### src/rtl/hazard_controller.sv
// hazard_controller: pipeline stall/flush control with multi-cycle op wait FSM.
// Optional HAZARD_CTRL_STATS_EN adds saturating stall/flush event counters.
module hazard_controller #(
  parameter int unsigned MC_MAX_CYCLES = 64
) (
  input  logic       clk,
  input  logic       rst_n,
  input  logic [4:0] id_rs1,
  input  logic [4:0] id_rs2,
  input  logic       id_uses_rs1,
  input  logic       id_uses_rs2,
  input  logic [4:0] ex_rd,
  input  logic       ex_mem_rd,
  input  logic       ex_mc_start,
  input  logic       mc_done,
  input  logic       ex_branch_taken,
  output logic       pc_stall,
  output logic       ifid_stall,
  output logic       ifid_flush,
  output logic       idex_stall,
  output logic       idex_flush,
  output logic       exmem_bubble,
  output logic       mc_busy,
  output logic       mc_timeout
`ifdef HAZARD_CTRL_STATS_EN
  ,
  output logic [31:0] stall_cycles,
  output logic [31:0] flush_events
`endif
);
  localparam logic [7:0] MC_MAX = 8'(MC_MAX_CYCLES);
  typedef enum logic {RUN, MC_WAIT} state_t;
  state_t state_q, state_d;
  logic [7:0] cnt_q, cnt_d;
  logic run, br, mcs, lu, load_use, timeout, wait_stall;
  assign run = state_q == RUN;
  assign load_use = ex_mem_rd && ex_rd != 5'd0 &&
                    ((id_uses_rs1 && id_rs1 == ex_rd) || (id_uses_rs2 && id_rs2 == ex_rd));
  assign br = run && ex_branch_taken;
  assign mcs = run && !br && ex_mc_start && !mc_done;
  assign lu = run && !br && !mcs && load_use;
  assign timeout = !run && !mc_done && cnt_q == MC_MAX;
  assign wait_stall = !run && !mc_done && !timeout;
  always_ff @(posedge clk or negedge rst_n) begin
    if (!rst_n) begin
      state_q <= RUN;
      cnt_q <= 8'd0;
    end else begin
      state_q <= state_d;
      cnt_q <= cnt_d;
    end
  end
  always_comb begin
    state_d = state_q;
    cnt_d = cnt_q;
    if (run) begin
      if (mcs) begin
        state_d = MC_WAIT;
        cnt_d = 8'd1;
      end
    end else if (mc_done || timeout) begin
      state_d = RUN;
      cnt_d = 8'd0;
    end else begin
      cnt_d = cnt_q + 8'd1;
    end
  end
  // Every output is gated by rst_n so it reads 0 while reset is held, whatever the inputs.
  always_comb begin
    pc_stall = rst_n && (mcs || lu || wait_stall);
    ifid_stall = rst_n && (mcs || lu || wait_stall);
    ifid_flush = rst_n && br;
    idex_stall = rst_n && (mcs || wait_stall);
    idex_flush = rst_n && (br || lu);
    exmem_bubble = rst_n && (mcs || wait_stall);
    mc_busy = rst_n && !run;
    mc_timeout = rst_n && timeout;
  end
`ifdef HAZARD_CTRL_STATS_EN
  logic [31:0] stall_q, flush_q;
  always_ff @(posedge clk or negedge rst_n) begin
    if (!rst_n) begin
      stall_q <= 32'd0;
      flush_q <= 32'd0;
    end else begin
      if (pc_stall && stall_q != '1) stall_q <= stall_q + 32'd1;
      if (ifid_flush && flush_q != '1) flush_q <= flush_q + 32'd1;
    end
  end
  assign stall_cycles = stall_q;
  assign flush_events = flush_q;
`endif
endmodule

### config.mk
export PLATFORM = sky130hd
export DESIGN_NAME = hazard_controller
export DESIGN_NICKNAME = d
export VERILOG_FILES = /design/src/rtl/hazard_controller.sv
export SDC_FILE = /design/constraint.sdc
export NUM_CORES = 1
export LEC_CHECK = 0
export CORE_MARGIN = 4
export CORE_UTILIZATION = 46
export CTS_BUF_LIST = sky130_fd_sc_hd__clkbuf_2 sky130_fd_sc_hd__clkbuf_4 sky130_fd_sc_hd__clkbuf_8
export DETAILED_ROUTE_END_ITERATION = 12
export PLACE_DENSITY_LB_ADDON = 0.12
export SLEW_MARGIN = 20
export SYNTH_ARGS = -nofsm -noshare
export SYNTH_HDL_FRONTEND = slang
export SYNTH_SLANG_ARGS = --single-unit
### constraint.sdc
create_clock -name clk -period 6.1 [get_ports clk]
set_clock_uncertainty 0.05 [all_clocks]
set_input_delay 1.22 -clock clk [delete_from_list [all_inputs] [get_ports clk]]
set_output_delay 1.22 -clock clk [all_outputs]
set_load 0.005 [all_outputs]
==> metrics.txt <==
Crit path required time 4.83 ns; Mapped Area 731 um^2; Hold WC Path Type flip-flop to flip-flop; syn avg cell area 9.25 um^2; Vert. Die Dim 47.9 um; final number of hold-violating endpoints 0; vias in the first global route 629; CP Capture Type output port; register area share after synthesis 30.8%; Ys Warns 0; Die W 47.9 um; Distinct cells, synth 39; sum of negative setup slack 0 ns; #FFs+latches synth 9; Post-DP HPWL 1470 um; area grow syn2layout 44.3%; nets 135; htree depth 1; clk sinks 9; Max clock buf depth 2; WS Path Type input port to output port; Synth Area in Adders 3.42%; die area 0.00229 mm^2; I/O pins 31; routed vias 684; postcts setup bufs 0; Gate Count Post-Synth 79; Max-cap violations 0; routability congestion estimate 0.811; routed len/inst 14.0 um; post-cts sizing count 0; most frequent cells in the layout 30 x clkdlybuf4s50_1, 13 x xor2_1, 9 x nor2_1, 9 x dfrtp_1, 4 x inv_1; CORE AREA 0.00151 mm^2; WL final 1750 um; Post-route DRC 0; PD cells 165 mW/mm^2; row count 14; Worst Tran Pin Value 0.518 ns; first-pass GRT wire length 2650 um; layout cell share with drive strength beyond 1 10.1%; status complete, no violations; clock period minus worst slack 4.57 ns; compound-cell area share of the yosys netlist 16.6%; Power Total 174 uW; commonest non-fill, non-tap cell in the layout clkdlybuf4s50_1; CTS root buf clkbuf_4; largest family of logic cells by synthesized area simple AND/OR/NAND/NOR gates; Post-synth ARST share 100%; clk_lat worst skew 0.26 ns; Post-Synth Simple-Gate Area 25.9%; critical path arrival 3.30 ns; Leak 0.000424 uW; CTS Buf Count 3; Rel. slew slack 65.3%; antenna cell count 0; RSZ-0062 raised after global routing no; All-Layer GR Usage 16.9%; Initial Utilization 48.5%; Buffers on Ports 30; TritonCTS clock tree yes; Detail Route Antenna Nets 0; EDFF count, synth 0; largest net degree at the start of global routing 14; final setup violation count 0; worst vdd ir 0.000127 V; grt total ovfl 0; Worst Path Max Fanout 13; First DRT Iteration DRCs 2; startpoint types input port; DRT Pass-1 Iters 4; post-synthesis mux area share 0%; Final Max Tran Viols 0; Post-CTS Hold Buffers 0; final worst path period share 75.0%; initial antenna violation count 0; Post-Syn Nets 104; Via density 5.47; xor/xnor share of the synthesized area 18.0%; Peak Freq 219 MHz; Post-synth top flop dfrtp_1; clock slew at reported path FFs 0.06 ns; filler cell count 136
-- report_power, final --
part           internal [uW]  switching, uW  leakage (uW)
Clock                   24.2           21.9     0.0000177
Sequential              64.4           10.1      0.000122
Combinational           31.8           21.9      0.000284
Total                    120           53.9      0.000424
-- cell usage after synthesis, types with 2 or more instances --
library cell	instances	share of area [%]
o21ai_0	2	1.4
inv_1	4	2.1
nor4_1	2	1.7
buf_4	2	2.1
o211ai_1	2	2.1
xnor2_1	2	2.4
dfrtp_1	9	31
nand2b_1	2	1.7
o2111ai_1	2	2.4
nor2_1	9	4.6
and4_1	2	2.4
ha_1	2	3.4
xor2_1	13	16
-- sequential cells by signal (all words and copies together), names as in the netlist --
| name | flops |
|---|---|
| state_q | 1 |
| cnt_q | 8 |
-- critical path, stage by stage --
cell,delay [ns]
clkdlybuf4s50_1,0.79
nand2b_1,0.17
nor4b_1,0.23
o21ai_0,0.15
o21bai_1,0.20
clkdlybuf4s50_1,0.54
-- layout make-up --
| class | instances | area (um^2) | share of cell area [%] |
|---|---|---|---|
| inverter | 4 | 15.0 | 1.42 |
| clock inverter | 1 | 5.00 | 0.474 |
| timing repair buffer | 30 | 300 | 28.5 |
| multi-input combinational | 62 | 467 | 44.2 |
| sequential | 9 | 225 | 21.4 |
| tap | 16 | 20.0 | 1.90 |
| clock buffer | 3 | 22.5 | 2.14 |
-- path summary, 6_finish.rpt --
| kind | slack (ns) | end | startpoint | cells after the start |
|---|---|---|---|---|
| max | 1.53 | pc_stall | rst_n | 6 |
| min | 0.54 | cnt_q[7] | cnt_q[7] | 2 |
| max reg2reg | 4.30 | cnt_q[4] | cnt_q[0] | 6 |
| min reg2reg | 0.54 | cnt_q[7] | cnt_q[7] | 2 |
| max in group asynchronous | 4.40 | cnt_q[3] | rst_n | 1 |
| min in group asynchronous | 1.25 | state_q | rst_n | 1 |
-- metal layers --
metal | vias up | routed length [um] | GRT usage, %
li1 | 344 | - | -
met1 | 317 | 664 | 17.5
met2 | 21 | 962 | 30.3
met3 | 2 | 109 | 5.64
met4 | 0 | 16 | 8.06
met5 | - | 0 | 0
-- cells by family (layout without fill, tap and decap cells) --
| kind of cell | after synthesis | in the layout |
|---|---|---|
| compound gates | 16 | 16 |
| simple gates | 29 | 29 |
| buf+inv | 8 | 38 |
| flops | 9 | 9 |
| fa+ha+maj | 2 | 2 |
| xor+xnor | 15 | 15 |
-- through the flow --
stage | setup slack (ns) | area, um^2 | hold WS, ns | instances | utilization [%]
2_1_floorplan | 2.65 | 731 | 0.490 | 79 | -
3_3_place_gp | 1.57 | 1030 | 0.521 | 121 | 68.2
3_5_place_dp | 1.48 | 1030 | 0.535 | 121 | 68.2
4_1_cts | 1.48 | 1050 | 0.544 | 125 | 70.0
5_1_grt | 1.35 | 1050 | 0.550 | 125 | 70.0
6_report | 1.53 | 1050 | 0.536 | 125 | 70.0
(Power assumes the default switching activity.)
